--- src/rtl/ifetch_unit.sv ---
// Instruction fetch engine: walks the PC, reads imem over req/ack, hands words to decode over valid/ready.
// Optional FETCH_TIMEOUT_EN adds a sticky fetch_err and a bounded ack wait.
module ifetch_unit #(
   parameter logic [31:0] RESET_PC       = 32'h0000_0000,
   parameter int unsigned PC_STEP        = 4,
   parameter int unsigned TIMEOUT_CYCLES = 16
) (
   input  logic        clk,
   input  logic        rst_n,
   input  logic        start,
   input  logic        redirect_valid,
   input  logic [31:0] redirect_pc,
   output logic        imem_req,
   output logic [31:0] imem_addr,
   input  logic        imem_ack,
   input  logic [31:0] imem_rdata,
   output logic        inst_valid,
   input  logic        inst_ready,
   output logic [31:0] inst,
   output logic [31:0] inst_pc,
   output logic [31:0] pc,
   output logic        busy
`ifdef FETCH_TIMEOUT_EN
   ,
   output logic        fetch_err
`endif
);

   typedef enum logic [1:0] {S_IDLE, S_REQ, S_WAIT, S_HOLD} state_t;

   state_t      state_q, state_d;
   logic [31:0] pc_q, pc_d;
   logic [31:0] inst_q, inst_d;
   logic [31:0] inst_pc_q, inst_pc_d;
   logic [31:0] addr_q, addr_d;
   logic        valid_q, valid_d;
   logic        discard_q, discard_d;
   logic        redir;
   logic [31:0] redir_tgt;

`ifdef FETCH_TIMEOUT_EN
   localparam int CW = $clog2(TIMEOUT_CYCLES + 1);
   logic [CW-1:0] wcnt_q, wcnt_d, wcnt_inc;
   logic          err_q, err_d;
   assign wcnt_inc  = wcnt_q + CW'(1);
   assign fetch_err = err_q;
`endif

   // start outside IDLE behaves as a redirect back to the boot address
   assign redir     = redirect_valid | start;
   assign redir_tgt = start ? RESET_PC : {redirect_pc[31:2], 2'b00};

   assign imem_req   = (state_q == S_REQ) || (state_q == S_WAIT);
   assign imem_addr  = imem_req ? pc_q : addr_q;
   assign inst_valid = valid_q;
   assign inst       = inst_q;
   assign inst_pc    = inst_pc_q;
   assign pc         = pc_q;
   assign busy       = (state_q != S_IDLE);

   always_comb begin
      state_d   = state_q;
      pc_d      = pc_q;
      inst_d    = inst_q;
      inst_pc_d = inst_pc_q;
      valid_d   = valid_q;
      discard_d = discard_q;
      addr_d    = imem_req ? pc_q : addr_q;
`ifdef FETCH_TIMEOUT_EN
      wcnt_d = wcnt_q;
      err_d  = start ? 1'b0 : err_q;
`endif
      case (state_q)
         S_IDLE: begin
            if (start) begin
               pc_d    = RESET_PC;
               state_d = S_REQ;
            end
         end
         S_REQ: begin
            state_d = S_WAIT;
`ifdef FETCH_TIMEOUT_EN
            wcnt_d = '0;
`endif
            if (redir) begin
               pc_d      = redir_tgt;
               discard_d = 1'b1;
            end
         end
         S_WAIT: begin
            if (redir)
               pc_d = redir_tgt;
            if (imem_ack) begin
               // a redirect landing with the ack makes this data stale too
               if (discard_q || redir) begin
                  discard_d = 1'b0;
                  state_d   = S_REQ;
               end else begin
                  inst_d    = imem_rdata;
                  inst_pc_d = pc_q;
                  valid_d   = 1'b1;
                  state_d   = S_HOLD;
               end
            end else begin
               if (redir)
                  discard_d = 1'b1;
`ifdef FETCH_TIMEOUT_EN
               wcnt_d = wcnt_inc;
               if (wcnt_inc == CW'(TIMEOUT_CYCLES)) begin
                  err_d     = 1'b1;
                  discard_d = 1'b0;
                  state_d   = S_IDLE;
               end
`endif
            end
         end
         S_HOLD: begin
            if (redir) begin
               valid_d = 1'b0;
               pc_d    = redir_tgt;
               state_d = S_REQ;
            end else if (inst_ready) begin
               valid_d = 1'b0;
               pc_d    = pc_q + 32'(PC_STEP);
               state_d = S_REQ;
            end
         end
         default: state_d = S_IDLE;
      endcase
   end

   always_ff @(posedge clk or negedge rst_n) begin
      if (!rst_n) begin
         state_q   <= S_IDLE;
         pc_q      <= RESET_PC;
         inst_q    <= '0;
         inst_pc_q <= '0;
         addr_q    <= '0;
         valid_q   <= 1'b0;
         discard_q <= 1'b0;
`ifdef FETCH_TIMEOUT_EN
         wcnt_q <= '0;
         err_q  <= 1'b0;
`endif
      end else begin
         state_q   <= state_d;
         pc_q      <= pc_d;
         inst_q    <= inst_d;
         inst_pc_q <= inst_pc_d;
         addr_q    <= addr_d;
         valid_q   <= valid_d;
         discard_q <= discard_d;
`ifdef FETCH_TIMEOUT_EN
         wcnt_q <= wcnt_d;
         err_q  <= err_d;
`endif
      end
   end

endmodule

--- config.mk ---
export PLATFORM = sky130hd
export DESIGN_NAME = ifetch_unit
export DESIGN_NICKNAME = d
export VERILOG_FILES = /design/src/rtl/ifetch_unit.sv
export SDC_FILE = /design/constraint.sdc
export NUM_CORES = 1
export LEC_CHECK = 0
export ABC_AREA = 1
export CAP_MARGIN = 20
export CORE_MARGIN = 2
export CORE_UTILIZATION = 48
export CTS_BUF_LIST = sky130_fd_sc_hd__clkbuf_2 sky130_fd_sc_hd__clkbuf_4 sky130_fd_sc_hd__clkbuf_8
export CTS_CLUSTER_SIZE = 40
export DETAILED_ROUTE_END_ITERATION = 10
export PLACE_DENSITY = 0.82
export SLEW_MARGIN = 10
export SYNTH_ARGS = -nofsm -noshare
export SYNTH_HDL_FRONTEND = slang
export SYNTH_SLANG_ARGS = --single-unit
--- constraint.sdc ---
create_clock -name clk -period 2.2 [get_ports clk]
set_clock_uncertainty 0.2 [all_clocks]
set_input_delay 0.33 -clock clk [delete_from_list [all_inputs] [get_ports clk]]
set_output_delay 0.33 -clock clk [all_outputs]
set_load 0.005 [all_outputs]
# --- Word-level counts from Yosys, hierarchy flattened ---
# Cells that the tools add are included.
word_totals:
  regBits: 132
  inputBits: 70
  output_inout_bits: 131
  elab_cells: 53
classes:
  n_addsub: 1
  n_eq_ne: 9
  n_mux: 22
  n_bitwise: 2
  n_reduce_logical: 12
op_table:
  columns: ["op", "count"]
  rows:
  - ["two-way mux 32 bit", 6]
  - ["case mux 32 bit (3 select lines)", 1]
  - ["adder 32 x 3 -> 32 bit, second input constant", 1]
  - ["two-way mux 2 bit", 5]
  - ["AND reduction 3 bit", 3]
  - ["case mux 2 bit (4 select lines)", 1]
  - ["two-way mux 1 bit", 7]
  - ["!= test 2 bit, second input constant", 3]
  - ["nonzero test 2 bit", 3]
  - ["== test 2 bit, second input constant", 2]
  - ["case mux 1 bit (2 select lines)", 2]
  - ["AND reduction 4 bit", 1]
  - ["!= test 3 x 2 -> 1 bit, second input constant", 1]
  - ["!= test 3 bit, second input constant", 1]
  - ["== test 2 x 1 -> 1 bit, second input constant", 1]
  - ["logical NOT 2 bit", 1]
  - ["logical OR 1 bit", 2]
  - ["!= test 2 x 1 -> 1 bit, second input constant", 1]
  - ["AND reduction 2 bit", 1]
  - ["OR reduction 2 bit", 1]
  - ["NOT 1 bit", 1]
  - ["bitwise OR 1 bit", 1]

# --- Longest topological paths before layout ---
# Gate-level depths: netlist of the first run.
depth:
  ltp_word: 5
  mapped_depth: 13
  mapped_depth_nobuf: 13

# --- Worst setup path before layout of the first run ---
# No wires, ideal clock.
synth_path:
  kind: "flip-flop to output port"
  from: "register state_q[0]"
  to: "output imem_addr[10]"
  t_arrival_ps: 1624
  required_ps: 1670
  path_slack_ps: 46
  path_stages_with_launch: 9
  path_cell_list: "dfrtp_1 -> inv_1 -> ha_1 -> clkbuf_2 -> inv_1 -> buf_2 -> buf_1 -> nand2_1 -> o21ai_0"
synth_between:
  elab_chain_cells: 3
  word_cells_on_any_way: 4
  classes_between: "eq/ne: 2; mux: 1; reduce/logical: 1"
synth_lines:
  columns: ["item", "line_no", "text"]
  rows:
  - ["start: declaration", "31", "state_t state_q, state_d;"]
  - ["start signal: assignment", "146", "state_q <= state_d;"]
  - ["== test 2 x 1 -> 1 bit / == test 2 bit (equally long branches)", "53", "assign imem_req = (state_q == S_REQ) || (state_q == S_WAIT);"]
  - ["logical OR 1 bit (*)", "53", null]
  - ["net imem_req", "13", "output logic imem_req,"]
  - ["two-way mux 32 bit (*)", null, null]
  - ["end: declaration", "14", "output logic [31:0] imem_addr,"]
# The timed path passes the listed nets; every way through them passes the cells marked *.

# --- Worst setup path after layout of the first run ---
layout_path:
  from: "register state_q[0]"
  to: "output imem_addr[18]"
layout_between:
  elab_chain_cells: 3
  word_cells_on_any_way: 4
  classes_between: "eq/ne: 2; mux: 1; reduce/logical: 1"
layout_lines:
  columns: ["item", "line_no"]
  rows:
  - ["== test 2 x 1 -> 1 bit / == test 2 bit (equally long branches)", "53"]
  - ["logical OR 1 bit (*)", "53"]
  - ["two-way mux 32 bit (*)", null]
# Mark *: on every way between the ends. The rest lies on a longest branch, timed or not.

==> results.toml, run 1 <==
[placement]
placed_cells = 1132
hpwlAfterDp_um = 14410
io_buffers = 194
gp_congestion = 0.9381

[yosys]
syn_area_per_cell_um2 = 8.358
syn_inst = 753
syn_area_mm2 = 0.006294
ys_ff_latch = 128
yosys_warnings = 0
synth_seq_area_share_pct = 50.89
ys_types = 37

[setup_path]
crit_path_start_kind = "flip-flop"
path_class = "flip-flop to output pin"
critPathCaptureType = "output pin"
cp_data_arrival_time_ns = 1.94
worst_ep_required_time_ns = 1.67
path_max_fanout = 7

[global_routing]
grt_pass1_wl_um = 35450
grt_max_degree = 59
grt-ovfl-total = 0
grt_antenna_before_repair = 1
grt_pass1_vias = 6412
grt_usage_pct = 33.04

[final_layout]
ff_latch_area_mm2 = 0.003204
finalNonFillerCells = 1209
layout_commonest_cell = "nand2_1"
syn_to_final_growth_pct = 57.57
nNetsFinal = 1099
drive_above_1_share_pct = 24.32
fill_cells = 823
final_cell_mix = "nand2_1, clkdlybuf4s50_1, dfrtp_1"
post-route-util_pct = 77.95
multi_input_area_mm2 = 0.003025

[pwr]
power_leakage_nw = 4.599
peakVddDrop_mv = 0.9085
power.density_mw_per_mm2 = 1327

[timing]
fmax_mhz = 404.8
finalMaxSlewViolations = 0
slew_headroom_pct = 61.24
fin_ws_ns = -0.2704
post-route-min-period_ns = 2.470
rsz0062_at_grt = "yes"
finalSetupViolations = 50
hold_violations = 0
tightest_slew_ns = 0.5815
period_share_pct = 112.3
whs_ns = 0.1997

[clock_tree]
cts_root_buffer = "clkbuf_8"
cts_tree = "done"
htree_levels = 4
clk_pin_slew_ns = 0.08
cts_sinks = 128
cts_made_buffers = 17
cts_buffer_depth = 2
clk_latency_ns = 0.46

[drt]
route.vias.total = 6478
wirelength_um = 23750
wl_per_cell_um = 19.64
viasPerCell = 5.358
drtPass1Iterations = 6
antenna_left = 0
drtIter0Drc = 785
drc = 0

[floorplanning]
fp-row-count = 41
start_util_pct = 49.47
core_region_area_mm2 = 0.01272
dieWidth_um = 118.5
dieHeight_um = 118.5
ios = 201
dieArea_mm2 = 0.01404

[worst_hold_path]
hp-class = "primary input to asynchronous set/reset pin"

[run_status]
status = "finished, violations left"
violations = "setup timing"

[job]
cap_violations = 0
## final cells by class
cell class	count	area share [%]
timing repair buffer	284	28.70
tap	172	2.170
clock inverter	11	1.072
antenna	1	0.02523
clock buffer	21	2.725
sequential	128	32.31
multi-input combinational	531	30.51
inverter	61	2.485
## synth_stat cells, drive strengths merged
master    n  share of area (%)
or2       2               0.24
a32oi     1               0.14
and3      1              0.099
clkinv    1              0.060
conb      1              0.060
mux2     32                6.9
nor2     64                4.0
a31oi     1              0.099
a32o      2               0.32
inv      60                3.6
and2      1              0.099
a21oi    10               0.97
o21ai   110                8.7
dfrtp   128                 51
nand4     1              0.099
nand2   237                 14
nor3      1              0.079
nand3    49                3.9
o22ai     3               0.30
o211ai    1               0.12
clkbuf   19                1.2
xor2      5               0.70
buf      17                1.9
ha        6                1.2
## report_power, final
part | switching [mW] | internal [mW]
combinational | 3.50 | 4.00
sequential | 0.604 | 3.06
clock | 1.02 | 0.968
total | 5.13 | 8.03
## path summary, 6_finish.rpt
check	cells past startpoint	slack, ns	to	startpoint
worst min register to register	2	0.27	addr_q[5]$_DFF_PN0_	addr_q[5]$_DFF_PN0_
worst min-delay path	2	0.20	addr_q[31]$_DFF_PN0_	rst_n
worst max-delay path	7	-0.27	imem_addr[18]	state_q[0]$_DFFE_PN0P_
max in group asynchronous	3	0.98	pc[31]$_DFFE_PN0P_	rst_n
min in group clk	2	0.27	addr_q[5]$_DFF_PN0_	addr_q[5]$_DFF_PN0_
worst max register to register	14	-0.25	pc[9]$_DFFE_PN0P_	state_q[0]$_DFFE_PN0P_
## sequential cells by signal (all words and copies together), names as in the netlist
name and cells:
addr_q 32, discard_q 1, inst 32, inst_pc 30
inst_valid 1, pc 30, state_q 2
## critical path, cell delays in order (launching register included)
cell	delay (ns)
dfrtp_1	0.36
inv_2	0.06
ha_4	0.31
clkinv_8	0.12
buf_16	0.18
buf_8	0.14
o21ai_4	0.16
buf_2	0.14
## repair_timing
item	CTS	global route
buffers inserted	23	12
hold endpoints to repair	53	0
endpoints found under the setup margin	34	69
pin swaps	29	5
resized for setup	242	34
cloned	6	2
hold buffers	1	0
## logic make-up (layout without fill, tap and decap cells)
group	after synthesis	count (layout)	synth area share (%)
and+or+nand+nor	356	356	22.82
AOI/OAI and AO/OA	128	128	10.70
DFF	128	128	50.89
buffers and inverters	97	377	6.719
muxes	32	32	6.919
adders and majority gates	6	6	1.193
xor gates and xnor gates	5	5	0.6958
other	1	5	0.05958
## through the flow
stage | worst slack, ns | area, um2 | TNS, ns | power (mW)
4_1_cts | -0.2430 | 9648 | -6.375 | 12.34
2_1_floorplan | 0.04589 | 6305 | 0 | 5.530
5_1_grt | -0.3306 | 9917 | -12.37 | 13.71
3_5_place_dp | -0.2305 | 8700 | -4.313 | 8.351
6_report | -0.2704 | 9917 | -8.446 | 13.16
3_3_place_gp | -0.1685 | 8700 | -2.807 | 8.213
## layer usage
| metal | part of all wire [%] | global-route usage (%) |
|---|---|---|
| met5 | 0 | 0 |
| met2 | 48 | 53.72 |
| met3 | 8.7 | 8.639 |
| met1 | 40 | 42.07 |
| met4 | 3.5 | 13.47 |
(Power assumes the default switching activity.)
==> run 2: changes to the inputs <==
==> constraint.sdc (replaced) <==
create_clock -name clk -period 2.2 [get_ports clk]
set_clock_uncertainty 0.2 [all_clocks]
set_input_delay 0.33 -clock clk [delete_from_list [all_inputs] [get_ports clk]]
set_output_delay 0.33 -clock clk [all_outputs]
set_load 0.02 [all_outputs]
==> run 2 against run 1 <==
- the run still ends with setup timing left
- power up 0.79%
- clock power rose by 5%
- critical path depth up 1
- die area unchanged
- hold slack got worse by 0.029 ns
- global-route usage decreased by 1.1 points
- critical path type unchanged
- largest cell class unchanged
- highest routed layer unchanged
==> results.toml, run 2 (same netlist as run 1, synthesis figures left out) <==
[setup_path]
cp_slowest_cell = "dfrtp_1"
cp.buffers_inverters = 5
worst_r2r_startpoint = "state_q[0]$_DFFE_PN0P_"
worst_ep_required_time_ns = 1.67
crit_end = "imem_addr[24]"
cp_num_cells = 8
cpPeakStageDelay_ns = 0.38
cpLargestDelayFamily = "buffers and inverters"
r2r-end = "pc[9]$_DFFE_PN0P_"
critPathCaptureType = "output pin"
path_max_fanout = 6
crit_path_start_kind = "flip-flop"
r2r_cells = 11
ff2ff_setup_slack_ns = 0
crit_path_cell_trace = "inv_2 > ha_4 > inv_8 > buf_12 > buf_16 > nand2_2 > o21ai_4 > buf_6"
cp_data_arrival_time_ns = 1.86
critPathLaunch = "state_q[1]$_DFFE_PN0P_"
path_class = "flip-flop to output pin"

[drt]
wirelength_um = 21570
antenna_left = 0
drtIter0Drc = 635
wl_per_cell_um = 18.15
viasPerCell = 5.243
drc = 0
route.vias.total = 6229
drtPass1Iterations = 6

[timing]
slew_headroom_pct = 63.99
fin_ws_ns = -0.1947
period_share_pct = 108.9
fmax_mhz = 417.6
post-route-min-period_ns = 2.395
finalSetupViolations = 33
hold_violations = 0
tightest_slew_ns = 0.5402
finalMaxSlewViolations = 0
rsz0062_at_grt = "yes"

[final_layout]
drive_above_1_share_pct = 22.44
final_cell_mix = "nand2_1, clkdlybuf4s50_1, dfrtp_1"
fill_cells = 887
syn_to_final_growth_pct = 55.69
antennaDiodeCount = 0
design_area_mm2 = 0.009798
nNetsFinal = 1079
finalNonFillerCells = 1188
layout_commonest_cell = "nand2_1"

[pwr]
power_leakage_nw = 4.511
power.density_mw_per_mm2 = 1354
power.total_mw = 13.26
peakVddDrop_mv = 0.8681

[worst_hold_path]
hp-class = "primary input to asynchronous set/reset pin"

[run_status]
violations = "setup timing"
status = "finished, violations left"

[clock_tree]
cts_sinks = 128
htree_levels = 4
clk_pin_slew_ns = 0.09
cts_tree = "done"
cts_made_buffers = 17
cts_buffer_depth = 2
cts_root_buffer = "clkbuf_8"
clk_latency_ns = 0.46

[placement]
placed_cells = 1142
io_buffers = 194
placed_cell_area_mm2 = 0.009011
gp_congestion = 0.9570
hpwlAfterDp_um = 14810

[global_routing]
grt_max_degree = 40
grt_pass1_vias = 6191
grt_usage_pct = 31.97
grt-ovfl-total = 0
grt_antenna_before_repair = 0
grt_pass1_wl_um = 34530

[floorplanning]
start_util_pct = 49.47
ios = 201
dieWidth_um = 118.5
core_region_area_mm2 = 0.01272
fp-row-count = 41
dieHeight_um = 118.5
dieArea_mm2 = 0.01404

[job]
cap_violations = 0
run 2: cell types whose count changed in the layout (fill, tap and decap cells not counted), sizes merged:
cell           before  now
clkdlybuf4s15       0    1
clkinvlp            3    0
clkinv              6    9
diode               1    0
bufinv              1    2
clkdlybuf4s50     160  155
dlygate4sd2         0    2
clkbuf             24   20
buf               119  102
dlymetal6s2s        1    3
run 2: what timing repair did:
| item | in CTS | in global routing |
|---|---|---|
| buffers inserted | 6 | 3 |
| gates cloned | 4 | 0 |
| pin swaps | 8 | 4 |
| hold buffers | 1 | 0 |
| endpoints found under the setup margin | 36 | 62 |
| gates resized for setup | 225 | 19 |
| endpoints found under the hold margin | 34 | 0 |
run 2: final cells by class:
type                    instances  area [um2]  area share [%]
clock buffers                  20       269.0           2.745
multi-input cells             531        2987           30.48
well taps                     172       215.2           2.196
clock inverters                12       132.6           1.354
inverters                      61       249.0           2.541
flip-flops and latches        128        3203           32.69
repair buffers                264        2743           27.99
run 2: per-stage QoR:
step                      hold slack (ns)  util, %  setup WS [ns]  setup TNS, ns
after CTS                          0.1819    76.35        -0.1798         -4.252
after floorplan                   -0.1656        -       -0.01285       -0.01285
after global placement             0.1470    70.83        -0.1792         -4.410
final                              0.1712    77.02        -0.1947         -4.027
after global routing               0.1763    77.02        -0.2383         -6.205
after detailed placement           0.1503    70.83        -0.2554         -7.949
run 2: power breakdown:
group / internal, mW / switching (mW) / total [mW]
Clock: 1.09 / 1.01 / 2.09
Sequential: 3.06 / 0.547 / 3.61
Combinational: 3.54 / 4.02 / 7.56
run 2: routing by layer:
layer	GRT usage, %	up-vias	routed length [um]
li1	-	2935	-
met1	40.63	2947	8689
met2	52.85	304	10540
met3	8.687	43	1751
met4	10.94	0	586
met5	0	-	0
run 2: worst min-delay path by stage:
| stage | from | end | cells after the start |
|---|---|---|---|
| detailed placement | rst_n | inst[5]$_DFFE_PN0P_ | 1 |
| global placement | rst_n | inst[31]$_DFFE_PN0P_ | 1 |
| floorplan | rst_n | addr_q[0]$_DFF_PN0_ | 0 |
| CTS | rst_n | addr_q[18]$_DFF_PN0_ | 2 |
| global route | rst_n | inst[5]$_DFFE_PN0P_ | 2 |
| finish | rst_n | inst[5]$_DFFE_PN0P_ | 2 |
